--- src/rtl/mtm_alu_pkg.sv ---
// Shared types and constants for the MTM ALU serial response path.
// Used by the serializer and reusable by the input deserializer.
package mtm_alu_pkg;

  typedef enum logic [2:0] {
    S_IDLE,
    S_START,
    S_TYPE,
    S_DATA,
    S_STOP
  } ser_state_e;

  localparam logic TYPE_DATA = 1'b0;
  localparam logic TYPE_CTL  = 1'b1;

  localparam int FRAME_BITS    = 11;
  localparam int RESULT_FRAMES = 5;

  // Bit positions inside the 3-bit error flag vector {ERR_DATA, ERR_CRC, ERR_OP}
  localparam int ERR_DATA_POS = 2;
  localparam int ERR_CRC_POS  = 1;
  localparam int ERR_OP_POS   = 0;

  // x^3 + x + 1 with the implicit x^3 term dropped
  localparam logic [2:0] CRC3_POLY = 3'b011;

  // Field order of the CTL payload; bits [2:0] hold the CRC (or parity in an error frame)
  localparam int CTL_ERR_POS   = 7;
  localparam int CTL_CARRY_POS = 6;
  localparam int CTL_OVF_POS   = 5;
  localparam int CTL_ZERO_POS  = 4;
  localparam int CTL_NEG_POS   = 3;

  typedef struct packed {
    logic        err;
    logic [2:0]  err_flags;
    logic [31:0] c;
    logic        carry;
    logic        overflow;
  } resp_t;

  function automatic logic [7:0] err_payload(input logic [2:0] flags);
    logic [7:0] p;
    p              = '0;
    p[CTL_ERR_POS] = 1'b1;
    p[6]           = flags[ERR_DATA_POS];
    p[5]           = flags[ERR_CRC_POS];
    p[4]           = flags[ERR_OP_POS];
    p[3]           = flags[ERR_DATA_POS];
    p[2]           = flags[ERR_CRC_POS];
    p[1]           = flags[ERR_OP_POS];
    p[0]           = ^p[7:1];
    return p;
  endfunction

endpackage

--- src/rtl/mtm_alu_crc3.sv ---
// Combinational CRC3 (x^3+x+1, init 000) over a 37-bit message, MSB first.
module mtm_alu_crc3
  import mtm_alu_pkg::*;
(
  input  logic [36:0] msg_i,
  output logic [2:0]  crc_o
);

  logic [2:0] crc;
  logic       fb;

  always_comb begin
    crc = 3'b000;
    fb  = 1'b0;
    for (int i = 36; i >= 0; i--) begin
      fb  = crc[2] ^ msg_i[i];
      crc = {crc[1:0], 1'b0};
      if (fb) crc = crc ^ CRC3_POLY;
    end
    crc_o = crc;
  end

endmodule

--- src/rtl/mtm_alu_serializer.sv ---
// MTM ALU response serializer: result/error word to 11-bit serial frames, line idles high.
// Optional one-entry holding buffer enabled by defining MTM_ALU_SER_BUF_EN.
module mtm_alu_serializer
  import mtm_alu_pkg::*;
#(
  parameter int CLKS_PER_BIT = 1
) (
  input  logic        clk,
  input  logic        rst,
  input  logic        in_valid,
  output logic        in_ready,
  input  logic        in_err,
  input  logic [2:0]  in_err_flags,
  input  logic [31:0] in_c,
  input  logic        in_carry,
  input  logic        in_overflow,
  output logic        sout,
  output logic        busy
);

  localparam logic [7:0] DIV_RELOAD     = 8'(CLKS_PER_BIT - 1);
  localparam logic [2:0] LAST_FRAME_IDX = 3'(RESULT_FRAMES - 1);
  localparam logic [2:0] DATA_MSB       = 3'(FRAME_BITS - 4);

  ser_state_e  state_q, state_d;
  logic [7:0]  div_q, div_d;
  logic [2:0]  bit_idx_q, bit_idx_d;
  logic [2:0]  frame_idx_q, frame_idx_d;
  resp_t       shadow_q, shadow_d;

  resp_t       in_resp;
  resp_t       start_resp;
  logic        accept;
  logic        start_new;
  logic        bit_end;
  logic        last_frame;

  logic        zero;
  logic        neg;
  logic [2:0]  crc;
  logic [7:0]  ctl_payload;
  logic [7:0]  payload;
  logic        type_bit;

  assign in_resp    = {in_err, in_err_flags, in_c, in_carry, in_overflow};
  assign accept     = in_valid && in_ready;
  assign bit_end    = (div_q == 8'd0);
  assign last_frame = (frame_idx_q == LAST_FRAME_IDX);

`ifdef MTM_ALU_SER_BUF_EN
  resp_t buf_q, buf_d;
  logic  buf_vld_q, buf_vld_d;
  logic  resp_done;

  assign resp_done  = (state_q == S_STOP) && bit_end && last_frame;
  assign in_ready   = !buf_vld_q;
  // A held response wins; with an empty buffer a fresh accept goes straight to the shadow
  assign start_new  = ((state_q == S_IDLE) || resp_done) && (buf_vld_q || accept);
  assign start_resp = buf_vld_q ? buf_q : in_resp;

  always_comb begin
    buf_d     = buf_q;
    buf_vld_d = buf_vld_q;
    if (start_new && buf_vld_q) buf_vld_d = 1'b0;
    if (accept && !(start_new && !buf_vld_q)) begin
      buf_d     = in_resp;
      buf_vld_d = 1'b1;
    end
  end

  always_ff @(posedge clk) begin
    if (rst) begin
      buf_q     <= '0;
      buf_vld_q <= 1'b0;
    end else begin
      buf_q     <= buf_d;
      buf_vld_q <= buf_vld_d;
    end
  end
`else
  assign in_ready   = (state_q == S_IDLE);
  assign start_new  = (state_q == S_IDLE) && accept;
  assign start_resp = in_resp;
`endif

  assign zero = (shadow_q.c == 32'd0);
  assign neg  = shadow_q.c[31];

  mtm_alu_crc3 u_crc3 (
    .msg_i ({shadow_q.c, 1'b0, shadow_q.carry, shadow_q.overflow, zero, neg}),
    .crc_o (crc)
  );

  always_comb begin
    ctl_payload                = '0;
    ctl_payload[CTL_ERR_POS]   = 1'b0;
    ctl_payload[CTL_CARRY_POS] = shadow_q.carry;
    ctl_payload[CTL_OVF_POS]   = shadow_q.overflow;
    ctl_payload[CTL_ZERO_POS]  = zero;
    ctl_payload[CTL_NEG_POS]   = neg;
    ctl_payload[2:0]           = crc;

    payload = ctl_payload;
    if (shadow_q.err) begin
      payload = err_payload(shadow_q.err_flags);
    end else begin
      case (frame_idx_q)
        3'd0:    payload = shadow_q.c[31:24];
        3'd1:    payload = shadow_q.c[23:16];
        3'd2:    payload = shadow_q.c[15:8];
        3'd3:    payload = shadow_q.c[7:0];
        default: payload = ctl_payload;
      endcase
    end
  end

  assign type_bit = (shadow_q.err || last_frame) ? TYPE_CTL : TYPE_DATA;

  always_comb begin
    state_d     = state_q;
    div_d       = div_q;
    bit_idx_d   = bit_idx_q;
    frame_idx_d = frame_idx_q;
    shadow_d    = shadow_q;

    if (state_q != S_IDLE) begin
      if (!bit_end) begin
        div_d = div_q - 8'd1;
      end else begin
        div_d = DIV_RELOAD;
        case (state_q)
          S_START: state_d = S_TYPE;
          S_TYPE: begin
            state_d   = S_DATA;
            bit_idx_d = DATA_MSB;
          end
          S_DATA: begin
            if (bit_idx_q == 3'd0) state_d = S_STOP;
            else bit_idx_d = bit_idx_q - 3'd1;
          end
          S_STOP: begin
            if (last_frame) begin
              state_d = S_IDLE;
            end else begin
              frame_idx_d = frame_idx_q + 3'd1;
              state_d     = S_START;
            end
          end
          default: state_d = S_IDLE;
        endcase
      end
    end

    // An error response is a single CTL frame, so it starts on the last frame index
    if (start_new) begin
      state_d     = S_START;
      div_d       = DIV_RELOAD;
      bit_idx_d   = DATA_MSB;
      frame_idx_d = start_resp.err ? LAST_FRAME_IDX : 3'd0;
      shadow_d    = start_resp;
    end
  end

  always_comb begin
    sout = 1'b1;
    case (state_q)
      S_START: sout = 1'b0;
      S_TYPE:  sout = type_bit;
      S_DATA:  sout = payload[bit_idx_q];
      default: sout = 1'b1;
    endcase
  end

  assign busy = (state_q != S_IDLE);

  always_ff @(posedge clk) begin
    if (rst) begin
      state_q     <= S_IDLE;
      div_q       <= '0;
      bit_idx_q   <= '0;
      frame_idx_q <= '0;
      shadow_q    <= '0;
    end else begin
      state_q     <= state_d;
      div_q       <= div_d;
      bit_idx_q   <= bit_idx_d;
      frame_idx_q <= frame_idx_d;
      shadow_q    <= shadow_d;
    end
  end

endmodule

--- config.mk ---
export PLATFORM = sky130hd
export DESIGN_NAME = mtm_alu_serializer
export DESIGN_NICKNAME = d
export VERILOG_FILES = /design/src/rtl/mtm_alu_pkg.sv /design/src/rtl/mtm_alu_crc3.sv /design/src/rtl/mtm_alu_serializer.sv
export SDC_FILE = /design/constraint.sdc
export NUM_CORES = 1
export LEC_CHECK = 0
export CAP_MARGIN = 10
export CORE_AREA = 4 4 123 66
export CTS_CLUSTER_DIAMETER = 100
export DETAILED_ROUTE_END_ITERATION = 7
export DIE_AREA = 0 0 127 70
export PLACE_DENSITY = 0.76
export SYNTH_ARGS = -nofsm -noshare
export SYNTH_HDL_FRONTEND = slang
export SYNTH_SLANG_ARGS = --single-unit
--- constraint.sdc ---
create_clock -name clk -period 5.4 [get_ports clk]
set_input_delay 0.54 -clock clk [delete_from_list [all_inputs] [get_ports clk]]
set_output_delay 0.54 -clock clk [all_outputs]
set_load 0.1 [all_outputs]
Word-level counts from Yosys, hierarchy flattened

Index checks and enable logic that the tools add are counted.

Bits in registers: 55
Input bits: 41
Word-level logic and storage cells: 177

Add/sub/neg operators: 3
Magnitude comparators: 1
Equality and inequality tests: 12
Mux-type cells: 61
Bitwise logic cells: 71
Reductions and logical operators: 19

Operator list:

| cell                                                        | count |
|---|---|
| 2-to-1 mux 2 bit                                            | 37 |
| NOT 2 bit                                                   | 36 |
| bitwise XOR 1 bit                                           | 34 |
| 2-to-1 mux 3 bit                                            | 11 |
| zero test 32 bit                                            | 1 |
| case mux 8 bit (4 select lines)                             | 1 |
| 2-to-1 mux 8 bit                                            | 2 |
| equality test 3 x 2 -> 1 bit (second input constant)        | 4 |
| case mux 3 bit (4 select lines)                             | 1 |
| zero test 3 bit                                             | 3 |
| zero test 8 bit                                             | 1 |
| AND reduction 4 bit                                         | 2 |
| subtractor 8 x 1 -> 8 bit (second input constant)           | 1 |
| XOR reduction 7 bit                                         | 1 |
| equality test 3 x 1 -> 1 bit (second input constant)        | 2 |
| equality test 3 bit (second input constant)                 | 2 |
| 2-to-1 mux 1 bit                                            | 6 |
| inequality test 3 bit (second input constant)               | 2 |
| case mux 3 bit (2 select lines)                             | 1 |
| AND reduction 3 bit                                         | 2 |
| nonzero test 2 bit                                          | 3 |
| nonzero test 3 bit                                          | 2 |
| less-than comparator 3 x 4 -> 1 bit (second input constant) | 1 |
| inequality test 2 bit (second input constant)               | 2 |
| other kinds (8)                                             | 9 |

Longest topological paths before layout

Gate-level depths: netlist of the first run.

Word-level depth: 78
Mapped depth: 10

By module

Synthesis of the first run repeated with hierarchy kept, for this count alone.

Cells, all modules: 378
Area, all modules: 3101.7 um^2

By module, submodules not included:

| module             | times used | cells each | area an instance (um^2) | sequential area each (um^2) |
|---|---|---|---|---|
| mtm_alu_serializer | 1          | 341        | 2672.6                  | 1101.1 |
| mtm_alu_crc3       | 1          | 37         | 429.2                   | 0.0 |

Worst setup path before layout of the first run

Ideal clock, no wire load.

Path type: reg2reg
Start: register state_q[0]
End: register div_q[6]
Library setup time: 0.124 ns
Arrival: 2.806 ns
Slack: 2.470 ns
Stages on the path, launching flop included: 7
Buffers on the path: 0
Path through: dfxtp_1 -> or3_1 -> inv_2 -> or4b_2 -> nor3_1 -> xnor2_1 -> nor2_1

RTL lines:

| what                   | RTL line                  | text |
|---|---|---|
| from (decl)            | mtm_alu_serializer.sv:25  | `ser_state_e state_q, state_d;` |
| from (signal assigned) | mtm_alu_serializer.sv:184 | `state_q <= state_d;` |
| nonzero test 3 bit     | -                         |  |
| net busy               | mtm_alu_serializer.sv:18  | `output logic busy` |
| to (signal assigned)   | mtm_alu_serializer.sv:185 | `div_q <= div_d;` |
| to (decl)              | mtm_alu_serializer.sv:26  | `logic [7:0] div_q, div_d;` |

The timed path passes the listed nets, and every way through them passes these cells.
A chain may end at the register's enable or synchronous reset.

Worst setup path in the final report of the first run

Start: register frame_idx_q[2]
End: output port sout

Longest elaborated chain between the ends: 6

Ends and longest elaborated chain:

| what                                                 | RTL line                  | text |
|---|---|---|
| from (decl)                                          | mtm_alu_serializer.sv:28  | `logic [2:0] frame_idx_q, frame_idx_d;` |
| from (signal assigned)                               | mtm_alu_serializer.sv:187 | `frame_idx_q <= frame_idx_d;` |
| equality test 3 x 2 -> 1 bit (tied with other cells) | mtm_alu_serializer.sv:107 | `case (frame_idx_q)` |
| case mux 8 bit (4 select lines)                      | mtm_alu_serializer.sv:107 |  |
| 2-to-1 mux 8 bit                                     | mtm_alu_serializer.sv:104 | `if (shadow_q.err) begin` |
| binary-select mux 1 bit (select 3 bit)               | mtm_alu_serializer.sv:169 | `S_DATA: sout = payload[bit_idx_q];` |
| 2-to-1 mux 1 bit (not written as such)               | mtm_alu_serializer.sv:169 |  |
| case mux 1 bit (3 select lines) *                    | mtm_alu_serializer.sv:166 | `case (state_q)` |
| to (decl)                                            | mtm_alu_serializer.sv:17  | `output logic sout,` |

Mark *: on every way between the ends. The rest lies on a longest branch, timed or not. The select of a mux whose other input is x is not followed.

==> results of run 1 <==
cell type report:
| cell class | count | area share, % |
|---|---|---|
| Tap cell | 96 | 3.28 |
| Sequential cell | 55 | 30.1 |
| Clock buffer | 6 | 3.79 |
| Clock inverter | 2 | 0.478 |
| Inverter | 15 | 1.54 |
| Timing Repair Buffer | 46 | 12.4 |
| Multi-Input combinational cell | 286 | 48.5 |
state kept, by name, summed over array words and instances, names as in the netlist:
signal / cells
ctl_payload: 3
bit_idx_q: 3
div_q: 8
shadow_q: 35
frame_idx_q: 3
state_q: 3
metrics by stage:
step                      util [%]  setup slack (ns)  power [mW]
after floorplan                  -              2.47        1.58
after CTS                     51.6              1.25        2.21
final                         51.6              1.16        2.21
after global routing          51.6              1.06        2.35
after detailed placement      49.4              1.58        1.85
after global placement        49.4              1.58        1.83
metal layers:
metal  part of all wire (%)  up-vias
met3                     11        8
met4                   0.65        0
met1                     52     1272
li1                       -     1367
met5                      0        -
met2                     36      113
cell usage after synthesis, drive strengths merged (4+ instances only):
cell type   n
a22oi       8
nand2      87
nor2       19
a31oi       4
xor2        7
nor3        8
a21oi      47
a222oi      4
o21ai       5
clkbuf     20
xnor2      36
inv        15
dfxtp      55
nor4        7
ha         10
where the power goes:
group / leakage, nW / total, mW / internal, mW / switching, mW
logic: 0.794 / 1.21 / 0.540 / 0.673
clock network: 0.0779 / 0.347 / 0.188 / 0.158
registers: 0.451 / 0.649 / 0.504 / 0.145
cell usage in the layout, fill, tap and decap left out, types with 3 or more instances in the layout:
master and n:
xnor2_1 35, a31oi_1 4, o211ai_1 3, o21ai_0 4, clkdlybuf4s50_1 43, dfxtp_1 55
ha_1 10, nand2_1 87, clkbuf_16 5, nor2_1 19, a211oi_1 3, inv_1 14
nor4_1 6, a221oi_1 3, nand3_1 3, a22oi_1 8, buf_4 3, xnor3_1 3
a21oi_1 47, xor2_1 7, a222oi_1 4, nor3_1 8, or3_1 3
worst paths after layout:
kind	startpoint	end	slack, ns	depth (start not counted)
worst max-delay path	frame_idx_q[2]	sout	1.16	9
worst min-delay path	shadow_q[35]	shadow_q[35]	0.47	2
worst max register to register	div_q[3]	frame_idx_q[1]	3.13	5
worst min register to register	shadow_q[35]	shadow_q[35]	0.47	2
worst max-delay path: stages (launching register included):
cell and delay [ns]:
dfxtp_1 0.59, inv_1 0.18, ha_1 0.35, a222oi_1 0.39, a21oi_1 0.11, a221oi_1 0.31, o221a_2 0.25, o21ai_0 0.10
o211a_1 0.15, clkdlybuf4s50_1 0.97
logic make-up after synthesis:
family	after synthesis	synth area share (%)
mux	1	0.331
xor+xnor	46	14.9
flops	55	36.4
compound gates	89	18.6
buf+inv	38	4.84
fa+ha+maj	10	4.14
simple gates	140	20.7
==> results.toml, run 1 <==
[clock_network]
numCtsBuffers = 5
clockBufferDepth = 2
root_buffer = "clkbuf_16"
cts_setup_buffers = 0
clock-sinks = 55
cts_tree = "yes"
cts_resized = 0
ctsHoldBuffers = 0
worst_setup_hold_path_clk_slew_ns = 0.07
cts-htree-levels = 2
clock_latency_ns = 0.30

[timing]
rsz0062_at_grt = "no"
skew_ns = 0.00855
setup_viol_count_final = 0
worstMarginPinSlew_ns = 0.970
whs_ns = 0.474
hold_violations = 0
fin_crit_sh_pct = 78.5
slew_headroom_pct = 35.1
slew_viol_final = 0
tns_ns = 0
fin_crit_ns = 4.24
timing.fmax_ghz = 0.236

[layout]
area_growth_pct = 21.1
final_area_mm2 = 0.00366
n_antenna_cell = 0
finalNetCount = 460
ff_latch_area_mm2 = 0.00110
drive_gt1_share_pct = 4.63
finalNonFillerCells = 506
n_fill_cell = 721
multiInputGateArea_mm2 = 0.00178

[global_routing]
grt_usage_pct = 19.8
met1_usage_pct = 30.3
grt_max_degree = 49
grt-ovfl-total = 0
met2_usage_pct = 25.4
grt.busiest_layer = "met1"
grt_antenna_before_repair = 0
grt_pass1_wl_um = 14000
met3_usage_pct = 8.40
grt_pass1_vias = 2685

[route]
firstDrtPassIters = 6
wl_um = 8570
wl_per_cell_um = 16.9
num_vias = 2760
ant_nets = 0
via_per_inst = 5.45
drtIter0Drc = 286
drc = 0

[setup_path]
cp-start-kind = "flop"
cp-end-kind = "output pin"
cp.arrival_ns = 3.70
critPathMaxFanout = 12
required_ns = 4.86
path_class = "reg2out"

[logic_synthesis]
synth_cell_type_count = 45
synth_enable_flop_cells = 0
syn-num-nets = 430
async_flop_share_pct = 0
synth_top_area_share_pct = 36.4
synthTopCellsByArea = "dfxtp_1 36%, nand2_1 11%, xnor2_1 10%"
post_synth_instance_area_mm2 = 0.00302
synth_seq_cells = 55
yosys.area.top_type = "dfxtp_1"
synth_flop_cell = "dfxtp_1"
syn-instance-count = 379
ys_seq_area_share_pct = 36.4
avgSynthCellArea_um2 = 7.98
yosys_warnings = 0

[placement]
routabilityCongestion = 0.990
dp_cells = 498
dpl-instance-area_mm2 = 0.00351
portBuffers = 43
dpl.hpwl_um = 6460

[power_and_ir_drop]
p_leak_nw = 1.32
peakVddDrop_mv = 0.231
power_density_mw_per_mm2 = 603

[floorplanning]
rows = 22
die_h_um = 70
core_mm2 = 0.00710
start_util_pct = 42.6
io_pins = 44
dieArea_mm2 = 0.00889
die_w_um = 127

[job]
drv_cap = 0

[run_status]
status = "finished clean"

[worst_hold_path]
hold_path.class = "reg2reg"
Power figures use the tool's default switching activity.
==> run 2, diff against run 1 <==
==> constraint.sdc (replaced) <==
create_clock -name clk -period 4.3 [get_ports clk]
set_input_delay 0.43 -clock clk [delete_from_list [all_inputs] [get_ports clk]]
set_output_delay 0.43 -clock clk [all_outputs]
set_load 0.1 [all_outputs]
==> results.toml, run 2 (same netlist as run 1, synthesis figures left out) <==
[power_and_ir_drop]
p_total_mw = 2.76
power_density_mw_per_mm2 = 754
p_leak_nw = 1.32
peakVddDrop_mv = 0.261

[global_routing]
grt_max_degree = 49
grt_antenna_before_repair = 0
grt_pass1_wl_um = 13900
grt-ovfl-total = 0
met2_usage_pct = 24.5
grt_usage_pct = 19.5
met1_usage_pct = 30.6
grt_pass1_vias = 2686
grt.busiest_layer = "met1"
met3_usage_pct = 7.49

[clock_network]
root_buffer = "clkbuf_16"
worst_setup_hold_path_clk_slew_ns = 0.07
clock_latency_ns = 0.30
cts_tree = "yes"
clock-sinks = 55
cts_resized = 0
cts_setup_buffers = 0
ctsHoldBuffers = 0
cts-htree-levels = 2
clockBufferDepth = 2
numCtsBuffers = 5

[setup_path]
cp-start-kind = "flop"
cp-startpoint = "frame_idx_q[2]"
cp-end-kind = "output pin"
cpPeakStageDelay_ns = 0.56
r2r-start = "state_q[0]"
slowest_stage = "dfxtp_1"
crit_family = "compound AO/OA/AOI/OAI gates"
crit_path_cell_trace = "inv_1, ha_1, a222oi_1, a21oi_1, a221oi_1, o221a_2, o21ai_0, o211a_1, buf_4"
required_ns = 3.87
cp_num_buf_inv = 2
critPathMaxFanout = 12
path_class = "reg2out"
cp.arrival_ns = 2.87

[floorplanning]
io_pins = 44
start_util_pct = 42.6
core_mm2 = 0.00710
rows = 22
die_w_um = 127
dieArea_mm2 = 0.00889
die_h_um = 70

[layout]
final_cell_mix = "87 x nand2_1, 55 x dfxtp_1, 47 x a21oi_1"
largest_reg_flops = 35
finalNonFillerCells = 506
drive_gt1_share_pct = 4.88
final_core_util_pct = 51.6
finalNetCount = 460
biggestRegsByFlops = "shadow_q x35, div_q x8"
regMostFlops = "shadow_q"
area_growth_pct = 21.1
n_antenna_cell = 0
final_common_cell = "nand2_1"

[route]
drc = 0
via_per_inst = 5.48
ant_nets = 0
num_vias = 2773
wl_um = 8250
firstDrtPassIters = 5
wl_per_cell_um = 16.3
drtIter0Drc = 348

[timing]
setup_viol_count_final = 0
worstMarginPinSlew_ns = 0.965
timing.fmax_ghz = 0.303
slew_headroom_pct = 35.5
slew_viol_final = 0
skew_ns = 0.00619
tns_ns = 0
hold_violations = 0
rsz0062_at_grt = "no"
fin_crit_sh_pct = 76.9
fin_crit_ns = 3.30

[job]
drv_cap = 0

[run_status]
status = "finished clean"

[placement]
dp_cells = 498
portBuffers = 43
dpl.hpwl_um = 6350
routabilityCongestion = 1.08

[worst_hold_path]
hold_start = "shadow_q[35]"
hold_path.class = "reg2reg"
run 2: per-stage QoR:
step | hold WS [ns] | area (um^2) | worst slack (ns)
3_5_place_dp | 0.471 | 3500 | 1.41
6_report | 0.480 | 3660 | 0.995
3_3_place_gp | 0.463 | 3500 | 1.42
5_1_grt | 0.505 | 3660 | 0.822
4_1_cts | 0.481 | 3660 | 1.04
2_1_floorplan | 0.445 | 3020 | 1.37
run 2: final cells by class:
type	instances	area (um^2)
fill	699	3440
clock inverter	2	20.0
clock buffer	6	139
sequential	55	1100
tap	96	120
timing repair buffer	46	450
inverter	15	56.3
multi-input combinational	286	1780
run 2: report_power, final:
part,leakage [nW],internal [mW],switching [mW]
clock network,0.0790,0.237,0.193
registers,0.451,0.633,0.179
logic,0.795,0.676,0.844
total,1.32,1.55,1.22
run 2: path summary, 6_finish.rpt:
| kind | cells past startpoint | slack [ns] | endpoint |
|---|---|---|---|
| max | 9 | 1.0 | sout |
| min | 2 | 0.48 | shadow_q[35] |
| min reg2reg | 2 | 0.48 | shadow_q[35] |
| max reg2reg | 6 | 1.85 | div_q[0] |
run 2: worst reg2reg max path: cells and delay by family (launching register included):
| kind | cells | cell delay, ns |
|---|---|---|
| buf+inv | 2 | 0.59 |
| flops | 1 | 0.38 |
| simple gates | 4 | 1.35 |
run 2: layer usage:
layer  share of wire (%)  vias up  routed length [um]
met4                0.64        0                  53
met1                  53     1290                4410
li1                    -     1368                   -
met2                  37      106                3020
met5                   0        -                   0
met3                 9.3        9                 770
